--- src/rtl/pointing_device_decoder.sv ---
// pointing_device_decoder: host-side receiver for the CD-i pointing-device byte protocol.
// Captures the post-RTS ID byte, decodes 3-byte motion packets and tracks a clamped cursor.
`default_nettype none

module pointing_device_decoder #(
  parameter int SCREEN_W      = 384,
  parameter int SCREEN_H      = 280,
  parameter int TIMEOUT_TICKS = 300000
) (
  input  logic       clk,
  input  logic       reset_n,
  input  logic       rts,
  input  logic [7:0] in_data,
  input  logic       in_write,
  output logic [7:0] device_id,
  output logic       device_valid,
  output logic       pkt_valid,
  output logic [7:0] dx,
  output logic [7:0] dy,
  output logic       b1,
  output logic       b2,
  output logic [9:0] pos_x,
  output logic [9:0] pos_y,
  output logic       sync_err
);

  localparam int                 TW       = $clog2(TIMEOUT_TICKS + 1);
  localparam logic [TW-1:0]      TMR_LAST = TW'(TIMEOUT_TICKS - 1);
  localparam logic signed [11:0] X_MAX12  = 12'(SCREEN_W - 1);
  localparam logic signed [11:0] Y_MAX12  = 12'(SCREEN_H - 1);
  localparam logic [9:0]         X_MAX    = 10'(SCREEN_W - 1);
  localparam logic [9:0]         Y_MAX    = 10'(SCREEN_H - 1);
  localparam logic [9:0]         X_HOME   = 10'(SCREEN_W / 2);
  localparam logic [9:0]         Y_HOME   = 10'(SCREEN_H / 2);

  typedef enum logic [1:0] {
    WAIT_ID = 2'd0,
    IDLE    = 2'd1,
    GOT0    = 2'd2,
    GOT1    = 2'd3
  } state_t;

  state_t        state, state_n;
  logic [TW-1:0] timer, timer_n;
  logic          err_n, cap_id, lat_b0, lat_x, done;

  // Fields held from byte0/byte1 of the packet in flight
  logic       hold_b1, hold_b2;
  logic [1:0] hold_y76, hold_x76;
  logic [5:0] hold_x50;

  logic [7:0]        dx_new, dy_new;
  logic signed [11:0] sum_x, sum_y;
  logic [9:0]        pos_x_new, pos_y_new;

  always_comb begin
    state_n = state;
    timer_n = timer;
    err_n   = 1'b0;
    cap_id  = 1'b0;
    lat_b0  = 1'b0;
    lat_x   = 1'b0;
    done    = 1'b0;
    if (rts) begin
      state_n = WAIT_ID;
      timer_n = '0;
    end else begin
      case (state)
        WAIT_ID: if (in_write) begin
          cap_id  = 1'b1;
          state_n = IDLE;
        end
        IDLE: if (in_write) begin
          if (in_data[7:6] == 2'b11) begin
            lat_b0  = 1'b1;
            state_n = GOT0;
          end else begin
            err_n = 1'b1;
          end
        end
        GOT0, GOT1: begin
          if (in_write) begin
            timer_n = '0;
            case (in_data[7:6])
              2'b10: begin
                if (state == GOT0) begin
                  lat_x   = 1'b1;
                  state_n = GOT1;
                end else begin
                  done    = 1'b1;
                  state_n = IDLE;
                end
              end
              2'b11: begin
                err_n   = 1'b1;
                lat_b0  = 1'b1;
                state_n = GOT0;
              end
              default: begin
                err_n   = 1'b1;
                state_n = IDLE;
              end
            endcase
          end else if (timer == TMR_LAST) begin
            err_n   = 1'b1;
            timer_n = '0;
            state_n = IDLE;
          end else begin
            timer_n = timer + TW'(1);
          end
        end
        default: state_n = WAIT_ID;
      endcase
    end
  end

  // Sums are wide enough that bit 11 set can only mean a negative result
  assign dx_new = {hold_x76, hold_x50};
  assign dy_new = {hold_y76, in_data[5:0]};
  assign sum_x  = {2'b00, pos_x} + {{4{dx_new[7]}}, dx_new};
  assign sum_y  = {2'b00, pos_y} + {{4{dy_new[7]}}, dy_new};

  always_comb begin
    pos_x_new = sum_x[9:0];
    if (sum_x[11])          pos_x_new = 10'd0;
    else if (sum_x > X_MAX12) pos_x_new = X_MAX;
    pos_y_new = sum_y[9:0];
    if (sum_y[11])          pos_y_new = 10'd0;
    else if (sum_y > Y_MAX12) pos_y_new = Y_MAX;
  end

  always_ff @(posedge clk or negedge reset_n) begin
    if (!reset_n) begin
      state        <= WAIT_ID;
      timer        <= '0;
      device_id    <= 8'h00;
      device_valid <= 1'b0;
      pkt_valid    <= 1'b0;
      sync_err     <= 1'b0;
      dx           <= 8'h00;
      dy           <= 8'h00;
      b1           <= 1'b0;
      b2           <= 1'b0;
      pos_x        <= X_HOME;
      pos_y        <= Y_HOME;
      hold_b1      <= 1'b0;
      hold_b2      <= 1'b0;
      hold_y76     <= 2'b00;
      hold_x76     <= 2'b00;
      hold_x50     <= 6'd0;
    end else begin
      state     <= state_n;
      timer     <= timer_n;
      sync_err  <= err_n;
      pkt_valid <= done;
      if (rts) device_valid <= 1'b0;
      if (cap_id) begin
        device_id    <= in_data;
        device_valid <= 1'b1;
      end
      if (lat_b0) begin
        hold_b1  <= in_data[5];
        hold_b2  <= in_data[4];
        hold_y76 <= in_data[3:2];
        hold_x76 <= in_data[1:0];
      end
      if (lat_x) hold_x50 <= in_data[5:0];
      if (done) begin
        dx    <= dx_new;
        dy    <= dy_new;
        b1    <= hold_b1;
        b2    <= hold_b2;
        pos_x <= pos_x_new;
        pos_y <= pos_y_new;
      end
    end
  end

endmodule

`default_nettype wire

--- config.mk ---
export PLATFORM = sky130hd
export DESIGN_NAME = pointing_device_decoder
export DESIGN_NICKNAME = d
export VERILOG_FILES = /design/src/rtl/pointing_device_decoder.sv
export SDC_FILE = /design/constraint.sdc
export NUM_CORES = 1
export LEC_CHECK = 0
export ABC_AREA = 0
export CAP_MARGIN = 20
export CORE_MARGIN = 2
export CORE_UTILIZATION = 42
export DETAILED_ROUTE_END_ITERATION = 10
export PLACE_DENSITY = 0.69
export SKIP_LAST_GASP = 1
export SLEW_MARGIN = 20
export SYNTH_ARGS = -nofsm -noshare
export SYNTH_HDL_FRONTEND = slang
export SYNTH_SLANG_ARGS = --single-unit
--- constraint.sdc ---
create_clock -name clk -period 3.85 [get_ports clk]
set_clock_uncertainty 0.2 [all_clocks]
set_input_delay 0.5775 -clock clk [delete_from_list [all_inputs] [get_ports clk]]
set_output_delay 0.5775 -clock clk [all_outputs]
set_load 0.01 [all_outputs]
==> metrics, run 1 <==
run status=finished clean; vias per cell=between 5 and 6; end of the worst register-to-register path=pos_y[6]$_DFFE_PN0P_; deepest level of the CTS H-tree=3; Post-Synthesis Net Count=522; data arrival time of the critical path=about 3.5 ns; period utilization=between 80% and 90%; number of buffers inserted by hold repair at cts=0; total of flip-flops plus latches after synthesis=approximately 80; critical path, cell by cell=clkdlybuf4s50_1 > ha_1 > inv_1 > fa_1 > nand2b_1 > a211o_1 > a21oi_1 > o311ai_1 > a211oi_4 > a21boi_2 > a32o_1; path depth of the worst reg2reg path=8; placed wire-length estimate after detailed placement=around 8200 um; path type of the worst setup path=in -> reg; final routed wire length divided by cell count=16.2 um; number of buffers created by CTS=9; initial drt markers=around 220; Resize count post-CTS=0; post-synthesis instance area=roughly 4600 um^2; clock latency reported for the late side of the worst-skew pair=0.35 ns; number of diodes=0; global placement routability congestion=just under 0.9; total die area=11700 um^2; overall routing resource usage=between 20% and 30%; standard cell area after detailed placement=around 5300 um^2; Root Driver=sky130_fd_sc_hd__clkbuf_8; Cell Rows=38; Post-Route Setup TNS=0 ns; Core Util, Final=between 50% and 60%; final setup fails=0; die span in x=between 100 and 150 um; first-pass GRT wire length=about 19000 um; worst-path maximum fanout=6; number of cells after detailed placement=about 680; CP Buf/Inv Count=2; start of the worst register-to-register path=hold_y76[1]$_DFFE_PN0P_; type of element launching the critical path=input pin; Post-Synthesis Mean Instance Area=approximately 9.4 um^2; number of global-route vias before repair=between 3000 and 4000; non-filler instance count after layout=between 600 and 700; maximum number of pins on one net before global-route repair=83; Post-synth EDFFs=0; cell with the largest stage delay on the worst path=sky130_fd_sc_hd__clkdlybuf4s50_1; post-layout min period=between 3 and 4 ns; max frequency=~290 MHz; buffers from clock root to sink, at most=2; setup slack on the worst flop-to-flop path=around 0.66 ns; longest individual stage delay on the worst path=roughly 0.53 ns; post-route cell area=5530 um^2; Detail Route Antenna Nets=0; worst path setup slack after routing=roughly 0.43 ns; Pwr Density=~360 nW/um^2; leakage power figure=roughly 2.5 nW; clock slew at the register clock pins of the worst setup and hold paths=roughly 0.090 ns; Slew Limit Fails=0; # nets final=586; number of antenna violations at the first check in global routing=0; CTS tree=built; total congestion overflow=0; cell count after synthesis=485; Seq/Total Area, Yosys=~45%; maximum capacitance violations=0; Ports=61; async set-reset flop share out of synthesis=100%; number of warning messages in the yosys log=0; remaining design rule violation count=0; Die H=roughly 110 um; Clock Sink Count=82; CP endpoint kind=flop; setup repair after global routing missed its margin=no; fraction of layout instances using a drive strength above 1=roughly a tenth; IR drop worst, VDD=approximately 180 uV; cell class contributing the biggest share of worst-path delay=compound AO/OA/AOI/OAI gates; effective utilization at floorplan=a little over two fifths; signed area change from the synthesized netlist to the final layout=21.4%; core box area=10700 um^2; overall via count from detail_route=3810; count of different cell masters after synthesis=between 50 and 60; Top FF cell, synth=sky130_fd_sc_hd__dfrtp_1; number of iterations in the first detailed-routing pass=4; max-slew headroom at the worst pin=about two fifths; transition time at the pin with the least slew margin=0.871 ns; post-detailed-routing wire length=about 11000 um; class of the worst hold path=in -> async; Data required, critical path=3.93 ns; Post-CTS Setup Repair Bufs=0; Placement Setup Slack=roughly 0.087 ns; count of input and output buffers=60; Final Hold Vio Count=0
final cells by class:
type	count	area, um^2
Timing Repair Buffer	69	669
Tap cell	140	175
Sequential cell	82	2060
Multi-Input combinational cell	369	2370
Clock inverter	5	37.5
Clock buffer	11	151
Fill cell	1019	5170
Inverter	18	67.6
where the power goes:
group          switching [W]  internal (W)  total, W  leakage [nW]
combinational       0.000231      0.000197  0.000429          1.37
clock               0.000322      0.000272  0.000594        0.0919
sequential         0.0000537      0.000907  0.000960          1.08
total               0.000606       0.00138   0.00198          2.54
Yosys cell counts, drive strengths merged, types with 3 or more instances:
| master | n | area [um^2] |
|---|---|---|
| nand2 | 89 | 334 |
| dfrtp | 77 | 1930 |
| o21ai | 39 | 199 |
| nor2 | 31 | 116 |
| a21oi | 29 | 145 |
| ha | 23 | 288 |
| inv | 18 | 67.6 |
| mux2 | 18 | 203 |
| clkbuf | 15 | 56.3 |
| nor3 | 14 | 70.1 |
| xor2 | 11 | 96.3 |
| a21o | 10 | 75.1 |
| nand3 | 9 | 45.0 |
| xnor2 | 8 | 70.1 |
| and2 | 7 | 43.8 |
| a211oi | 6 | 70.1 |
| and3 | 5 | 31.3 |
| and4 | 5 | 43.8 |
| dfstp | 5 | 131 |
| nand4 | 5 | 31.3 |
| a32o | 4 | 40.0 |
| a32oi | 4 | 35.0 |
| nand2b | 4 | 25.0 |
| nor2b | 4 | 25.0 |
| or3 | 4 | 25.0 |
| a211o | 3 | 26.3 |
| mux2i | 3 | 30.0 |
| nor3b | 3 | 22.5 |
| o211ai | 3 | 22.5 |
| or2 | 3 | 18.8 |
cell usage in the layout (no fill, tap or decap), types with 4 or more instances in the layout:
| cell type | netlist | routed |
|---|---|---|
| sky130_fd_sc_hd__inv_1 | 17 | 17 |
| sky130_fd_sc_hd__nor2_1 | 31 | 31 |
| sky130_fd_sc_hd__xor2_1 | 11 | 11 |
| sky130_fd_sc_hd__nand3_1 | 9 | 9 |
| sky130_fd_sc_hd__mux2_2 | 18 | 18 |
| sky130_fd_sc_hd__and3_1 | 5 | 5 |
| sky130_fd_sc_hd__clkdlybuf4s50_1 | 0 | 59 |
| sky130_fd_sc_hd__ha_1 | 23 | 23 |
| sky130_fd_sc_hd__and2_1 | 7 | 7 |
| sky130_fd_sc_hd__buf_4 | 0 | 9 |
| sky130_fd_sc_hd__clkbuf_8 | 0 | 11 |
| sky130_fd_sc_hd__o21ai_1 | 9 | 9 |
| sky130_fd_sc_hd__dfstp_2 | 5 | 5 |
| sky130_fd_sc_hd__or3_1 | 4 | 4 |
| sky130_fd_sc_hd__a32oi_1 | 4 | 4 |
| sky130_fd_sc_hd__o21ai_0 | 29 | 29 |
| sky130_fd_sc_hd__nand4_1 | 5 | 5 |
| sky130_fd_sc_hd__a21o_1 | 10 | 10 |
| sky130_fd_sc_hd__xnor2_1 | 8 | 8 |
| sky130_fd_sc_hd__dfrtp_1 | 77 | 77 |
| sky130_fd_sc_hd__nor2b_1 | 4 | 4 |
| sky130_fd_sc_hd__a21oi_1 | 29 | 29 |
| sky130_fd_sc_hd__nand2b_1 | 4 | 4 |
| sky130_fd_sc_hd__and4_1 | 5 | 5 |
| sky130_fd_sc_hd__a211oi_1 | 4 | 4 |
| sky130_fd_sc_hd__a32o_1 | 4 | 4 |
| sky130_fd_sc_hd__nor3_1 | 14 | 14 |
| sky130_fd_sc_hd__nand2_1 | 89 | 89 |
worst max path at each step:
| stage | to | slack, ns | cells after the start | startpoint |
|---|---|---|---|---|
| global placement | pos_y[7]$_DFFE_PN1P_ | 0.16 | 11 | in_data[0] |
| floorplan | pos_y[6]$_DFFE_PN0P_ | 0.85 | 8 | in_data[1] |
| global route | pos_y[6]$_DFFE_PN0P_ | 0.28 | 11 | in_data[0] |
| CTS | pos_y[7]$_DFFE_PN1P_ | 0.46 | 9 | in_data[1] |
| finish | pos_y[6]$_DFFE_PN0P_ | 0.43 | 11 | in_data[0] |
| detailed placement | pos_y[7]$_DFFE_PN1P_ | 0.09 | 11 | in_data[0] |
through the flow:
stage	hold slack [ns]	power [W]
global placement	0.256	0.00140
CTS	0.236	0.00201
finish	0.0599	0.00198
global route	0.118	0.00210
floorplan	0.0819	0.00123
detailed placement	0.258	0.00140
kinds of logic after synthesis:
family / synth area share, %
AND/OR/NAND/NOR: 19.5
AO/OA/AOI/OAI: 16.6
flip-flops: 45.2
buffers and inverters: 2.80
adder cells (fa/ha/maj): 7.19
multiplexers: 5.11
XOR/XNOR: 3.65
routing by layer:
layer  GRT usage (%)  up-vias  wire length [um]
met5               0        -                 0
met4            5.13        0               118
met3            3.56        8               453
met2            35.2       94              5520
met1            27.5     1860              5130
li1                -     1848                 -
sequential cells by signal, summed over array words and instances (netlist names), 2 cells and up:
| name | count |
|---|---|
| pos_x | 10 |
| state | 2 |
| timer | 19 |
| dx | 8 |
| hold_y76 | 2 |
| pos_y | 10 |
| device_id | 8 |
| hold_x76 | 2 |
| hold_x50 | 6 |
| dy | 8 |
Power figures use the tool's default switching activity.
==> inputs of run 2 (changes only) <==
--- a/config.mk
+++ b/config.mk
@@ -8,9 +8,10 @@
 export ABC_AREA = 0
 export CAP_MARGIN = 20
 export CORE_MARGIN = 2
-export CORE_UTILIZATION = 42
+export CORE_UTILIZATION = 40
 export DETAILED_ROUTE_END_ITERATION = 10
-export PLACE_DENSITY = 0.69
+export PLACE_DENSITY = 0.66
+export RECOVER_POWER = 50
 export SKIP_LAST_GASP = 1
 export SLEW_MARGIN = 20
 export SYNTH_ARGS = -nofsm -noshare
==> run 2 against run 1 <==
  * The run now ends with capacitance limit, slew limit left
  * Sequential share of layout area down 0.79 points
  * Register-to-register slack better by 0.06 ns
  * Design area up 2.2%
  * Critical path depth down 2
  * Global-route usage down 1.8 points
  * Count of clock-buffer cells in the layout down 1
  * Highest routed layer unchanged
  * Wire length down 0.96%
  * Flip-flop and latch count unchanged
==> metrics, run 2 (same netlist as run 1, synthesis figures left out) <==
run status=finished with violations; violations in the final reports=capacitance limit, slew limit; Detail Route Antenna Nets=0; final setup fails=0; Die H=between 100 and 150 um; commonest non-fill, non-tap cells in the layout=89 x sky130_fd_sc_hd__nand2_1, 77 x sky130_fd_sc_hd__dfrtp_1, 36 x sky130_fd_sc_hd__clkdlybuf4s50_1; effective utilization at floorplan=about two fifths; path depth of the worst reg2reg path=8; maximum number of pins on one net before global-route repair=83; worst path setup slack after routing=around 0.41 ns; Post-CTS Setup Repair Bufs=0; clock latency reported for the late side of the worst-skew pair=between 0.3 and 0.4 ns; fraction of layout instances using a drive strength above 1=about a tenth; Ports=61; buffers from clock root to sink, at most=2; transition time at the pin with the least slew margin=a little over 2 ns; Worst Hold Depth=2; end of the worst register-to-register path=pos_y[6]$_DFFE_PN0P_; critical path, cell by cell=clkdlybuf4s50_1 > ha_1 > a211oi_4 > o21ai_2 > a211o_1 > a2111o_1 > a211oi_4 > a21boi_2 > a32o_1; Data required, critical path=3.92 ns; global placement routability congestion=0.856; total congestion overflow=0; setup repair after global routing missed its margin=no; CTS tree=built; initial drt markers=between 200 and 300; first-pass GRT wire length=19100 um; number of buffers created by CTS=9; Placement Setup Slack=0.0851 ns; class of the worst hold path=reg -> reg; clock slew at the register clock pins of the worst setup and hold paths=around 0.060 ns; Pwr Density=399 nW/um^2; max-slew headroom at the worst pin=-35.4%; remaining design rule violation count=0; data arrival time of the critical path=roughly 3.5 ns; worst-path maximum fanout=6; Cell Rows=38; period utilization=between 80% and 90%; count of input and output buffers=60; Core Util, Final=roughly 51%; end point of the worst hold path=dx[1]$_DFFE_PN0P_; max frequency=slightly below 300 MHz; # nets final=a little under 600; leakage power figure=roughly 2.7 nW; longest individual stage delay on the worst path=between 0.5 and 0.6 ns; IR drop worst, VDD=about 350 uV; number of buffers inserted by hold repair at cts=0; die span in x=111 um; Final Hold Vio Count=0; maximum capacitance violations=1; number of diodes=0; most common cell after layout, fill and taps aside=sky130_fd_sc_hd__nand2_1; post-detailed-routing wire length=between 10000 and 15000 um; setup slack on the worst flop-to-flop path=just over 0.7 ns; Clock Sink Count=82; start of the worst register-to-register path=hold_y76[1]$_DFFE_PN0P_; register bank with the most flops=timer; library cell appearing most often on the critical path=sky130_fd_sc_hd__a211oi_4; deepest level of the CTS H-tree=3; overall via count from detail_route=3814; number of flip-flops under the largest register name=19; path type of the worst setup path=in -> reg; total power draw=approximately 0.0023 W; CP endpoint kind=flop; Post-Route Setup TNS=0 ns; number of global-route vias before repair=approximately 3900; number of antenna violations at the first check in global routing=0; critical hold path startpoint=dx[1]$_DFFE_PN0P_; overall routing resource usage=18.9%; placed wire-length estimate after detailed placement=a little over 8000 um; number of iterations in the first detailed-routing pass=5; vias per cell=5.49; Resize count post-CTS=0; Root Driver=sky130_fd_sc_hd__clkbuf_16; type of element launching the critical path=input pin; core box area=between 10000 and 15000 um^2; largest registers in the final layout=timer (19), pos_x (10), pos_y (10); final routed wire length divided by cell count=around 16 um; Slew Limit Fails=83; total die area=~12000 um^2; post-layout min period=approximately 3.4 ns; signed area change from the synthesized netlist to the final layout=24.0%; cell with the largest stage delay on the worst path=sky130_fd_sc_hd__clkdlybuf4s50_1
[run 2: changes by cell type in the layout (fill, tap and decap cells not counted)]
cell                              change
sky130_fd_sc_hd__bufinv_16            +1
sky130_fd_sc_hd__clkbuf_8            -10
sky130_fd_sc_hd__buf_6                -1
sky130_fd_sc_hd__clkdlybuf4s50_1     -23
sky130_fd_sc_hd__clkbuf_1             +1
sky130_fd_sc_hd__clkbuf_2             +1
sky130_fd_sc_hd__dlygate4sd3_1       +23
sky130_fd_sc_hd__clkinv_2             -1
sky130_fd_sc_hd__clkbuf_16            +9
sky130_fd_sc_hd__inv_6                +2
sky130_fd_sc_hd__clkinvlp_4           -1
[run 2: cell type report]
type / instances / area [um^2]
inverters: 18 / 67.6
repair buffers: 70 / 667
clock inverters: 6 / 72.6
flip-flops and latches: 82 / 2060
well taps: 140 / 175
multi-input cells: 369 / 2370
fillers: 1005 / 5330
clock buffers: 10 / 239
[run 2: metrics by stage]
stage | hold slack, ns | instances | cell area [um^2]
5_1_grt | 0.291 | 695 | 5650
3_3_place_gp | 0.259 | 679 | 5350
4_1_cts | 0.267 | 695 | 5660
3_5_place_dp | 0.266 | 679 | 5350
2_1_floorplan | 0.0819 | 485 | 4560
6_report | 0.268 | 695 | 5650
[run 2: worst max path at each step]
stage / from / endpoint / cells after the start
2_1_floorplan: in_data[1] / pos_y[6]$_DFFE_PN0P_ / 8
3_3_place_gp: in_data[0] / pos_y[7]$_DFFE_PN1P_ / 11
3_5_place_dp: in_data[0] / pos_y[6]$_DFFE_PN0P_ / 11
4_1_cts: in_data[1] / pos_y[6]$_DFFE_PN0P_ / 9
5_1_grt: in_data[0] / pos_y[7]$_DFFE_PN1P_ / 11
6_report: in_data[1] / pos_y[6]$_DFFE_PN0P_ / 9
[run 2: critical path: cells and delay by family]
kind,cells,cell delay [ns]
compound gates,7,2.05
buf+inv,1,0.51
fa+ha+maj,1,0.38
[run 2: power by group]
part	switching, W	leakage [nW]	total, W	internal (W)
Combinational	0.000231	1.43	0.000420	0.000189
Clock	0.000355	0.150	0.000883	0.000528
Sequential	0.0000436	1.08	0.000952	0.000908
Total	0.000630	2.66	0.00226	0.00163
[run 2: per-layer routing]
layer	global-route usage (%)	up-vias	routed length, um
li1	-	1852	-
met1	24.3	1865	5080
met2	32.0	77	5420
met3	3.94	20	402
met4	5.75	0	213
met5	0	-	0
